### src/rtl/toa_pkg.sv
// ============================================================================
// toa_pkg : shared constants for the time-of-arrival encoder
// Rev 1.0
// ============================================================================
`default_nettype none

package toa_pkg;
  localparam int TAPS      = 63;
  localparam int FINE_BINS = 124;
  localparam int FINE_W    = 7;
  localparam int COARSE_W  = 3;
  localparam int IDX_W     = 6;
endpackage

`default_nettype wire

### src/rtl/toa_edge_finder.sv
// ============================================================================
// toa_edge_finder : locates the lowest equal-neighbour pair in a delay-line
// snapshot and counts all such pairs.  Purely combinational.
// Rev 1.0
// ============================================================================
`default_nettype none

module toa_edge_finder
  import toa_pkg::*;
(
  input  logic [TAPS-1:0]  A_i,
  output logic [IDX_W-1:0] p_o,
  output logic             pol_o,
  output logic [IDX_W-1:0] cnt_o,
  output logic             found_o
);

  // Scan downward so the last hit written is the lowest index.
  always_comb begin
    p_o     = '0;
    found_o = 1'b0;
    cnt_o   = '0;
    for (int i = TAPS - 2; i >= 0; i--) begin
      if (A_i[i] == A_i[i+1]) begin
        p_o     = IDX_W'(i);
        found_o = 1'b1;
        cnt_o   = cnt_o + 6'd1;
      end
    end
    pol_o = A_i[p_o];
  end

endmodule

`default_nettype wire

### src/rtl/toa_encoder.sv
// ============================================================================
// toa_encoder : ring delay-line snapshot -> calibrated fine phase plus coarse
// phase, with bubble/counter consistency flag.  One-cycle registered latency.
// Rev 1.0
// ============================================================================
`default_nettype none

module toa_encoder
  import toa_pkg::*;
#(
  parameter int TAPS_P      = TAPS,
  parameter int FINE_BINS_P = FINE_BINS
) (
  input  logic                clk,
  input  logic                rstn,
  input  logic [TAPS_P-1:0]   A,
  input  logic [2:0]          level,
  input  logic [COARSE_W-1:0] counterA,
  input  logic [COARSE_W-1:0] counterB,
  input  logic [FINE_W-1:0]   offset,
  input  logic                selRawCode,
  output logic [COARSE_W-1:0] outputCoarsePhase,
  output logic [FINE_W-1:0]   outputFinePhase,
  output logic                errorFlag
);

  logic [IDX_W-1:0]    p;
  logic                pol;
  logic [IDX_W-1:0]    cnt;
  logic                found;

  logic [FINE_W-1:0]   raw;
  logic [COARSE_W-1:0] sel;
  logic                off_bad;
  logic [FINE_W-1:0]   off_eff;
  logic [FINE_W:0]     diff;
  logic                borrow;
  logic [2:0]          lvl_eff;
  logic [COARSE_W-1:0] cnt_skew;

  logic [COARSE_W-1:0] coarse_d, coarse_q;
  logic [FINE_W-1:0]   fine_d,   fine_q;
  logic                err_d,    err_q;

  toa_edge_finder u_edge (
    .A_i     (A),
    .p_o     (p),
    .pol_o   (pol),
    .cnt_o   (cnt),
    .found_o (found)
  );

  always_comb begin
    // 2*p + A[p] is just p with the polarity appended as LSB.
    raw      = found ? {p, pol} : '0;
    sel      = (raw < FINE_W'(TAPS_P - 1)) ? counterA : counterB;
    off_bad  = (offset >= FINE_W'(FINE_BINS_P));
    off_eff  = off_bad ? '0 : offset;
    diff     = {1'b0, raw} - {1'b0, off_eff};
    borrow   = diff[FINE_W];
    lvl_eff  = (level == 3'd0) ? 3'd1 : level;
    cnt_skew = counterA - counterB;

    if (selRawCode) begin
      fine_d   = raw;
      coarse_d = sel;
    end else if (borrow) begin
      // Wrapped into the previous coarse period.
      fine_d   = diff[FINE_W-1:0] + FINE_W'(FINE_BINS_P);
      coarse_d = sel - 3'd1;
    end else begin
      fine_d   = diff[FINE_W-1:0];
      coarse_d = sel;
    end

    err_d = !found
         || (cnt > {3'b000, lvl_eff})
         || (cnt_skew > 3'd1)
         || off_bad;
  end

  always_ff @(posedge clk) begin
    if (!rstn) begin
      coarse_q <= '0;
      fine_q   <= '0;
      err_q    <= 1'b0;
    end else begin
      coarse_q <= coarse_d;
      fine_q   <= fine_d;
      err_q    <= err_d;
    end
  end

  assign outputCoarsePhase = coarse_q;
  assign outputFinePhase   = fine_q;
  assign errorFlag         = err_q;

endmodule

`default_nettype wire

### config.mk
export PLATFORM = sky130hd
export DESIGN_NAME = toa_encoder
export DESIGN_NICKNAME = d
export VERILOG_FILES = /design/src/rtl/toa_pkg.sv /design/src/rtl/toa_edge_finder.sv /design/src/rtl/toa_encoder.sv
export SDC_FILE = /design/constraint.sdc
export NUM_CORES = 1
export LEC_CHECK = 0
export BUFFER_PORTS_ARGS = -buffer_cell sky130_fd_sc_hd__buf_4
export CORE_MARGIN = 2
export CORE_UTILIZATION = 25
export CTS_BUF_LIST = sky130_fd_sc_hd__clkbuf_4 sky130_fd_sc_hd__clkbuf_8
export DETAILED_ROUTE_END_ITERATION = 10
export GPL_TIMING_DRIVEN = 0
export PLACE_DENSITY = 0.38
export SYNTH_ARGS = -nofsm -noshare
export SYNTH_HDL_FRONTEND = slang
export SYNTH_SLANG_ARGS = --single-unit
### constraint.sdc
create_clock -name clk -period 45.5 [get_ports clk]
set_input_delay 9.1 -clock clk [delete_from_list [all_inputs] [get_ports clk]]
set_output_delay 9.1 -clock clk [all_outputs]
set_load 0.02 [all_outputs]
======== Yosys cells after proc, flatten, opt, wreduce, memory -nomap -nowiden ========
Cells that the tools add are included.
word-level totals
  input port bits ......................... 82
  output and inout port bits .............. 11
  register bits after elaboration ......... 11
  word-level logic and storage cells ...... 336
cells by class
  $add $sub $neg .......................... 65
  mux-type cells .......................... 196
  reductions and logical operators ........ 5
  equality and inequality tests ........... 62
  magnitude comparators ................... 5
operators by type and width
  cell                 count
  $mux 6               123
  $add 6x1->6 const B  60
  $mux 1               64
  $eq 1x1->1           62
  $mux 7               4
  $mux 3               4
  $sub 7x7->8          1
  $add 7x7->7 const B  1
  $ge 7x7->1 const B   1
  $lt 6x7->1 const B   1
  $lt 7x6->1 const B   1
  $bmux 1 s6           1
  $gt 6x3->1           1
  $gt 3x1->1 const B   1
  $logic_not 3->1      1
  $logic_or 1x1->1     3
  $sub 3x1->3 const B  1
  $sub 3x3->3          1
  $add 1x1->2 const B  1
  $logic_not 1->1      1

======== Longest topological paths before layout ========
Gate-level depths: netlist of the first run.
  depth in word-level cells ............... 128
  mapped depth ............................ 222
  depth with buffers taken out ............ 209

======== Modules after synthesis ========
Synthesis of the first run repeated with hierarchy kept, for this count alone.
second synthesis, totals
  cell total of the unflattened synthesis .. 2328
  area, all modules ....................... 15249.6 µm²
modules (own cells, without submodules)
  module           area an instance (µm²)  cells an instance  times used
  toa_edge_finder  14149.8                 2199               1
  toa_encoder      1099.8                  129                1

======== Least setup slack after synthesis of the first run ========
Ideal clock, no wire load.
  path type ............................... input to register
  from .................................... input port A[60]
  to ...................................... register err_q (netlist: errorFlag)
  path buffers ............................ 14
  library setup time ...................... 0.112 ns
  required time ........................... 45.388 ns
  arrival time ............................ 48.447 ns
  stages on the path ...................... 212
  slack ................................... -3.059 ns
  cell sequence ........................... buf_4 > xnor2_1 > ha_1 > buf_2 > xor2_4 > clkbuf_1 > clkbuf_1 > buf_1 > clkbuf_1 > buf_1 > clkbuf_1 > buf_1 > clkbuf_1 > buf_1 > clkbuf_1 > xnor2_1 > ha_1 > a211oi_1 > [... 176 more ...] > inv_1 > ha_1 > nor2_1 > a21oi_1 > ha_1 > mux2_2 > ha_1 > a21o_1 > a21oi_1 > a31oi_1 > or3_1 > nor2_1 > nand2_1 > nor4_1 > a21oi_1 > nand3_1 > a211o_1 > nand2_1
between the ends
  longest elaborated chain between the ends .. 126
RTL lines
  what                    RTL line               source
  start: declaration      toa_encoder.sv:16      input logic [TAPS_P-1:0] A,
  $eq 1x1->1              toa_edge_finder.sv:24  if (A_i[i] == A_i[i+1]) begin
  $mux 6                  toa_edge_finder.sv:24
  $add 6x1->6             toa_edge_finder.sv:27  cnt_o = cnt_o + 6'd1;
  $mux 6                  toa_edge_finder.sv:24
  $add 6x1->6             toa_edge_finder.sv:27
  $mux 6                  toa_edge_finder.sv:24
  $add 6x1->6             toa_edge_finder.sv:27
  $mux 6                  toa_edge_finder.sv:24
  [... 110 more ...]      --
  $add 6x1->6             toa_edge_finder.sv:27
  $mux 6                  toa_edge_finder.sv:24
  $add 6x1->6             toa_edge_finder.sv:27
  $mux 6                  toa_edge_finder.sv:24
  $gt 6x3->1              toa_encoder.sv:77      || (cnt > {3'b000, lvl_eff})
  $logic_or 1x1->1 *      toa_encoder.sv:77
  $logic_or 1x1->1 *      toa_encoder.sv:78      || (cnt_skew > 3'd1)
  $logic_or 1x1->1 *      toa_encoder.sv:79      || off_bad;
  end signal: assignment  toa_encoder.sv:90      err_q <= err_d;
  end: declaration        toa_encoder.sv:43      logic err_d, err_q;
Every way passes the cells marked *; elsewhere a longest branch is shown, timed or not.
A chain may end at the register's enable or synchronous reset.

======== Final worst setup path of the first run ========
Same ends and word-level chain as after synthesis.

==> results of run 1 <==
## worst paths after layout
path                        from  slack (ps)                 end
worst max-delay path       A[60]         370           errorFlag
worst min-delay path  selRawCode        9150  outputFinePhase[2]
## registers in the layout (all words and copies together) (netlist names)
signal	flops
errorFlag	1
outputCoarsePhase	3
outputFinePhase	7
## cells in the mapped netlist (all sizes together), types with 13 or more instances
master	n	area (um^2)
a211oi	15	123
a21o	13	97.6
a21oi	153	769
a221oi	13	114
a22oi	19	143
a31oi	30	188
and2	34	213
and3	20	125
buf	32	143
clkbuf	114	428
ha	77	963
inv	93	349
mux2	19	218
mux2i	64	641
nand2	249	937
nand2b	49	307
nand3	75	375
nand3b	18	135
nand4	18	113
nor2	213	800
nor2b	48	300
nor3	57	285
o211ai	34	255
o21a	28	210
o21ai	128	641
o22ai	23	144
o31ai	23	178
or2	15	93.8
or3	26	163
xnor2	259	2430
xor2	77	746
## repair_timing
item / CTS / global route
endpoints found under the setup margin: 1 / 1
setup buffers: 108 / 63
gates resized for setup: 147 / 110
gates cloned: 0 / 2
pin swaps: 80 / 131
## worst max-delay path, delay by kind of cell
family | cells | cell delay (ps)
simple gates | 35 | 4620
xor+xnor | 29 | 4550
compound gates | 85 | 13680
buf+inv | 15 | 1770
fa+ha+maj | 31 | 8610
mux | 12 | 2870
## metrics by stage
step	instance area, um^2	TNS [ps]
2_1_floorplan	15300	0
3_3_place_gp	16800	-8850
3_5_place_dp	16800	-8860
4_1_cts	18500	-889
5_1_grt	19400	-1610
6_report	19400	0
## metal layers
| metal | routed length (um) | vias up | track usage |
|---|---|---|---|
| met5 | 13 | - | 0 |
| met4 | 1020 | 2 | 0.0373 |
| met3 | 1390 | 58 | 0.00468 |
| met2 | 29800 | 317 | 0.329 |
| met1 | 27600 | 8364 | 0.237 |
| li1 | - | 8685 | - |
## cells by family after synthesis
family                     Yosys count  share of synthesized area
xor gates and xnor gates           351                      0.233
adders and majority gates           79                     0.0661
muxes                               85                     0.0595
AOI/OAI and AO/OA                  633                      0.281
buffers and inverters              241                     0.0611
DFF                                 11                     0.0145
and+or+nand+nor                    880                      0.285
## area by class of cell
type	instances	area share
Buffer	133	0.0387
Clock buffer	4	0.00252
Inverter	95	0.0184
Multi-Input combinational cell	2028	0.782
Sequential cell	11	0.0114
Tap cell	782	0.0505
Timing Repair Buffer	243	0.0969
==> results.sh, run 1 <==
export IMPL_crit_type="primary input to flip-flop"
export IMPL_area_growth_pct=27.7
export IMPL_finalCoreUtilization=0.322
export IMPL_arrival_ps=45280
export IMPL_clk_pin_slew_ps=60
export IMPL_cp_required_ps=45650
export IMPL_fillers=6625
export IMPL_dieHeight_um=250
export IMPL_synth_ff_type="dfxtp_1"
export IMPL_fin_crit_ps=45130
export IMPL_num_nets_final=2676
export IMPL_async_flop_share=0
export IMPL_coreArea_um2=60100
export IMPL_stdcell_count=3296
export IMPL_multiInputGateArea_um2=15100
export IMPL_start_util=0.252
export IMPL_tritoncts_num_buffers=3
export IMPL_cp_slowest_cell="a221o_1"
export IMPL_synth_seq_cells=11
export IMPL_vias=17400
export IMPL_routed_wl_um=59900
export IMPL_first_pass_iters=5
export IMPL_layout_common_cells="240 x buf_4, 239 x nand2_1, 227 x xnor2_1"
export IMPL_grt_pass1_wl_um=92400
export IMPL_dieWidth_um=250
export IMPL_mappedNetlistNets=2441
export IMPL_hold_viol_final=0
export IMPL_finalSetupViolCount=0
export IMPL_cts_root_buf="clkbuf_8"
export IMPL_synth_distinct_cells=100
export IMPL_place_congestion=0.853
export IMPL_grt_pass1_vias=16500
export IMPL_max_stage_delay_ps=380
export IMPL_htreeDepth=1
export IMPL_max_clock_freq_mhz=22.2
export IMPL_cts_tree="yes"
export IMPL_avgSynthCellArea_um2=6.65
export IMPL_hold_path_cell_count=3
export IMPL_seq_area_um2=220
export IMPL_grt_max_degree=19
export IMPL_drv_cap=0
export IMPL_syn_area_um2=15200
export IMPL_rsz0062_at_grt="true"
export IMPL_numPortBuffers=70
export IMPL_overflow=0
export IMPL_clock_sinks=11
export IMPL_hold_ws_ps=9150
export IMPL_num_rows=90
export IMPL_wl_per_cell_um=18.2
export IMPL_final_common_cell="buf_4"
export IMPL_place_ws_ps=-8860
export IMPL_drcViolationCount=0
export IMPL_cpMostUsedCell="ha_4"
export IMPL_slew_headroom=0.241
export IMPL_fin_crit_sh=0.992
export IMPL_n_antenna_cell=0
export IMPL_synth_edf_count=0
export IMPL_antenna_left=0
export IMPL_first_iter_violations=903
export IMPL_clockBufferDepth=2
export IMPL_vias_per_cell=5.29
export IMPL_netlist_instances=2280
export IMPL_antenna_found_initial=1
export IMPL_layout_setup_ws_ps=367
export IMPL_start_kind="primary input"
export IMPL_tightest_slew_ps=1130
export IMPL_cts_hold_buf=0
export IMPL_place_inst=3132
export IMPL_yosysWarningCount=0
export IMPL_pin_count=93
export IMPL_drive_gt1_frac=0.199
export IMPL_hold_class="primary input to flip-flop"
export IMPL_slew_viol_final=0
export IMPL_hpwlAfterDp_um=47600
export IMPL_crit_path_end_kind="flip-flop"
export IMPL_fp_dieArea_um2=62700
export IMPL_synth_seq_area_share=0.0145
export IMPL_path_max_fanout=6
export IMPL_grt_use_total=0.181
export IMPL_outcome="finished, final reports clean"
Power of run 1 is left out: the tool's default activity adds up to more than one toggle a clock period on the data nets, which glitch-free logic cannot reach.
==> run 2, diff against run 1 <==
Settings changed: SYNTH_HIERARCHICAL from default to 1.
==> results.sh, run 2 <==
export IMPL_drv_cap=0
export IMPL_drcViolationCount=0
export IMPL_hold_viol_final=0
export IMPL_cts_root_buf="clkbuf_8"
export IMPL_max_stage_delay_ps=430
export IMPL_tightest_slew_ps=1150
export IMPL_clock_sinks=11
export IMPL_grt_max_degree=19
export IMPL_numPortBuffers=75
export IMPL_slew_headroom=0.233
export IMPL_hold_class="primary input to flip-flop"
export IMPL_fin_area_um2=19500
export IMPL_netlist_top_cells_area="xnor2_1 12%, nand2_1 6.5%, a21oi_1 6.2%, ha_1 5.9%, xor2_1 5.8%"
export IMPL_routed_wl_um=60200
export IMPL_grt_pass1_vias=16800
export IMPL_synth_edf_count=0
export IMPL_tritoncts_num_buffers=3
export IMPL_place_inst=3185
export IMPL_fin_crit_sh=0.966
export IMPL_outcome="finished, final reports clean"
export IMPL_synth_top_area_frac=0.119
export IMPL_antenna_left=0
export IMPL_antenna_found_initial=2
export IMPL_first_pass_iters=5
export IMPL_seq_area_um2=220
export IMPL_hold_path_cell_count=2
export IMPL_tns_ps=0
export IMPL_cp_required_ps=45630
export IMPL_num_rows=90
export IMPL_dieWidth_um=251
export IMPL_crit_path_end_kind="flip-flop"
export IMPL_place_congestion=0.839
export IMPL_mappedNetlistNets=2484
export IMPL_largest_reg_flops=7
export IMPL_coreArea_um2=60400
export IMPL_wl_per_cell_um=18.1
export IMPL_slew_viol_final=0
export IMPL_grt_pass1_wl_um=93700
export IMPL_synth_seq_area_share=0.0144
export IMPL_synth_distinct_cells=106
export IMPL_cts_tree="yes"
export IMPL_synth_top_cell_by_area="xnor2_1"
export IMPL_netlist_instances=2328
export IMPL_syn_area_um2=15200
export IMPL_cpMostUsedCell="ha_4"
export IMPL_path_max_fanout=11
export IMPL_max_clock_freq_mhz=22.8
export IMPL_layout_common_cells="257 x nand2_1, 226 x buf_4, 192 x xnor2_1"
export IMPL_finalSetupViolCount=0
export IMPL_synth_most_common_cell="nand2_1"
export IMPL_hpwlAfterDp_um=47700
export IMPL_htreeDepth=1
export IMPL_final_common_cell="nand2_1"
export IMPL_clk_pin_slew_ps=50
export IMPL_vias=17800
export IMPL_fillers=6617
export IMPL_num_nets_final=2702
export IMPL_arrival_ps=44080
export IMPL_start_kind="primary input"
export IMPL_overflow=0
export IMPL_drive_gt1_frac=0.214
export IMPL_stdcell_count=3328
export IMPL_area_growth_pct=27.6
export IMPL_synth_ff_type="dfxtp_1"
export IMPL_vias_per_cell=5.35
export IMPL_synth_seq_cells=11
export IMPL_cp_slowest_cell="ha_1"
export IMPL_yosysWarningCount=6
export IMPL_async_flop_share=0
export IMPL_start_util=0.253
export IMPL_dieHeight_um=251
export IMPL_crit_type="primary input to flip-flop"
export IMPL_grt_use_total=0.181
export IMPL_fin_crit_ps=43950
export IMPL_multiInputGateArea_um2=15500
export IMPL_fp_dieArea_um2=63000
export IMPL_synthTopCellsByCount="266 x nand2_1, 208 x xnor2_1, 190 x a21oi_1"
export IMPL_pin_count=93
export IMPL_clockBufferDepth=2
export IMPL_first_iter_violations=953
export IMPL_dpl_instance_area_um2=17000
export IMPL_avgSynthCellArea_um2=6.55
run 2: layout make-up:
| type | instances | share of cell area |
|---|---|---|
| Antenna cell | 1 | 0.000129 |
| Buffer | 128 | 0.0319 |
| Clock buffer | 3 | 0.00212 |
| Clock inverter | 1 | 0.000257 |
| Inverter | 99 | 0.0192 |
| Multi-Input combinational cell | 2074 | 0.795 |
| Sequential cell | 11 | 0.0113 |
| Tap cell | 782 | 0.0503 |
| Timing Repair Buffer | 229 | 0.0893 |
run 2: worst max-delay path, delay by kind of cell:
family | cells | cell delay (ps)
AO/OA/AOI/OAI | 83 | 13510
adder cells (fa/ha/maj) | 30 | 8590
AND/OR/NAND/NOR | 41 | 4640
multiplexers | 8 | 2250
XOR/XNOR | 23 | 3830
buffers and inverters | 18 | 2030
run 2: logic make-up (layout without fill, tap and decap cells):
logic type / count (synthesis) / after routing / synth area share
muxes: 68 / 68 / 0.0481
other: 0 / 1 / 0
and+or+nand+nor: 903 / 903 / 0.293
AOI/OAI and AO/OA: 681 / 681 / 0.295
adders and majority gates: 77 / 77 / 0.0637
xor gates and xnor gates: 345 / 345 / 0.224
DFF: 11 / 11 / 0.0144
buffers and inverters: 243 / 460 / 0.0609
run 2: per-layer routing:
metal  wire length (um)  up-vias  part of all wire  track usage
met2              29000      314              0.48        0.319
met4               1010        2             0.017       0.0306
met5                 16        -           0.00027            0
li1                   -     8850                 -            -
met1              28400     8578              0.47        0.248
met3               1730       47             0.029      0.00808
run 2: final timing paths:
kind / to / slack [ps] / start
setup / recovery: errorFlag / 1550 / A[62]
hold / removal: outputFinePhase[1] / 9080 / rstn
run 2: per-stage QoR:
stage          hold WS [ps]  utilization  setup WS, ps
2_1_floorplan          9230            -          23.0
3_3_place_gp           9330        0.281         -8400
3_5_place_dp           9330        0.281         -8430
4_1_cts                9080        0.305          -153
5_1_grt                9080        0.322          -236
6_report               9080        0.322          1550
run 2: repair_timing:
action                     CTS  global route
buffers inserted            81            73
resized for setup          156           142
pin swaps                   72           146
setup endpoints to repair    1             1
hold buffers                 0             0
hold endpoints to repair     0             0
Power of run 2 is left out for the same reason.
==> run 3, diff against run 2 <==
Settings changed: CTS_CLUSTER_SIZE from default to 25, GPL_TIMING_DRIVEN 0 to default.
==> results.sh, run 3 (synthesized netlist as in run 2, its figures left out) <==
export IMPL_max_clock_freq_mhz=23.1
export IMPL_cp_startpoint="A[61]"
export IMPL_htreeDepth=1
export IMPL_num_rows=90
export IMPL_cts_hold_buf=0
export IMPL_dpl_instance_area_um2=16700
export IMPL_pin_count=93
export IMPL_slew_headroom=0.269
export IMPL_drcViolationCount=0
export IMPL_dieWidth_um=251
export IMPL_hold_ws_ps=9170
export IMPL_grt_use_total=0.160
export IMPL_final_common_cell="nand2_1"
export IMPL_fin_crit_sh=0.952
export IMPL_hold_class="primary input to flip-flop"
export IMPL_tritoncts_num_buffers=3
export IMPL_crit_type="primary input to flip-flop"
export IMPL_area_growth_pct=14.7
export IMPL_worst_path_buf_inv=9
export IMPL_antenna_found_initial=2
export IMPL_routed_wl_um=53300
export IMPL_grt_pass1_vias=15400
export IMPL_min_from="rstn"
export IMPL_place_congestion=0.816
export IMPL_wl_per_cell_um=17.0
export IMPL_grt_max_degree=94
export IMPL_vias_per_cell=5.31
export IMPL_fillers=6703
export IMPL_start_util=0.253
export IMPL_num_nets_final=2507
export IMPL_hold_viol_final=0
export IMPL_slew_viol_final=0
export IMPL_outcome="finished, final reports clean"
export IMPL_cpMostUsedCell="ha_1"
export IMPL_grt_pass1_wl_um=84100
export IMPL_clockBufferDepth=2
export IMPL_coreArea_um2=60400
export IMPL_drv_cap=0
export IMPL_layout_setup_ws_ps=2210
export IMPL_largest_reg_flops=7
export IMPL_arrival_ps=43420
export IMPL_overflow=0
export IMPL_vias=16600
export IMPL_critPathTopFamily="compound AO/OA/AOI/OAI gates"
export IMPL_first_pass_iters=7
export IMPL_start_kind="primary input"
export IMPL_antenna_left=0
export IMPL_crit_path_end_kind="flip-flop"
export IMPL_fin_area_um2=17500
export IMPL_tightest_slew_ps=1090
export IMPL_clk_pin_slew_ps=50
export IMPL_hpwlAfterDp_um=41700
export IMPL_cp_required_ps=45630
export IMPL_path_max_fanout=13
export IMPL_drive_gt1_frac=0.154
export IMPL_fp_dieArea_um2=63000
export IMPL_max_stage_delay_ps=430
export IMPL_dieHeight_um=251
export IMPL_finalCoreUtilization=0.290
export IMPL_first_iter_violations=918
export IMPL_numPortBuffers=92
export IMPL_place_ws_ps=-85.5
export IMPL_layout_common_cells="262 x nand2_1, 202 x xnor2_1, 182 x nor2_1"
export IMPL_clock_sinks=11
export IMPL_cts_root_buf="clkbuf_8"
export IMPL_cp_slowest_cell="nor4_4"
export IMPL_finalSetupViolCount=0
export IMPL_n_antenna_cell=0
export IMPL_cts_tree="yes"
export IMPL_fin_crit_ps=43290
==> run 3: changes by cell type in the layout (fill, tap and decap cells not counted), moves of 10 or more <==
| cell | previous run | this run |
|---|---|---|
| xnor2_1 | 192 | 202 |
| a21oi_1 | 163 | 175 |
| a21oi_2 | 27 | 17 |
| buf_1 | 15 | 0 |
| buf_4 | 226 | 160 |
| ha_4 | 25 | 6 |
| clkbuf_1 | 93 | 0 |
| ha_1 | 45 | 63 |
| buf_2 | 10 | 0 |
==> run 3: area by class of cell <==
cell class	count	area (um^2)	area share
clock buffer	4	48.8	0.00279
sequential	11	220	0.0126
timing repair buffer	162	1230	0.0704
inverter	99	372	0.0212
multi-input combinational	2074	14600	0.837
tap	782	978	0.0559
==> run 3: timing repair <==
item	CTS	global route
hold endpoints to repair	0	0
setup endpoints to repair	1	1
setup buffers	0	40
pin swaps	0	59
gates resized for setup	1	104
==> run 3: final timing paths <==
kind                   end  cells past startpoint
max              errorFlag                    206
min   outputCoarsePhase[2]                      2
==> run 3: routing by layer <==
metal / vias to the layer above / track usage / share of wire
met5: - / 0 / 0.00054
met4: 4 / 0.0151 / 0.0096
met3: 34 / 0.00538 / 0.019
met2: 209 / 0.292 / 0.50
met1: 7905 / 0.216 / 0.47
li1: 8470 / - / -
==> run 3: per-stage QoR <==
stage                     setup TNS [ps]  instances
after floorplan                        0       2328
final                                  0       3132
after CTS                              0       3092
after global routing                -223       3132
after global placement                 0       3088
after detailed placement           -85.5       3088
Power of run 3 is left out for the same reason.
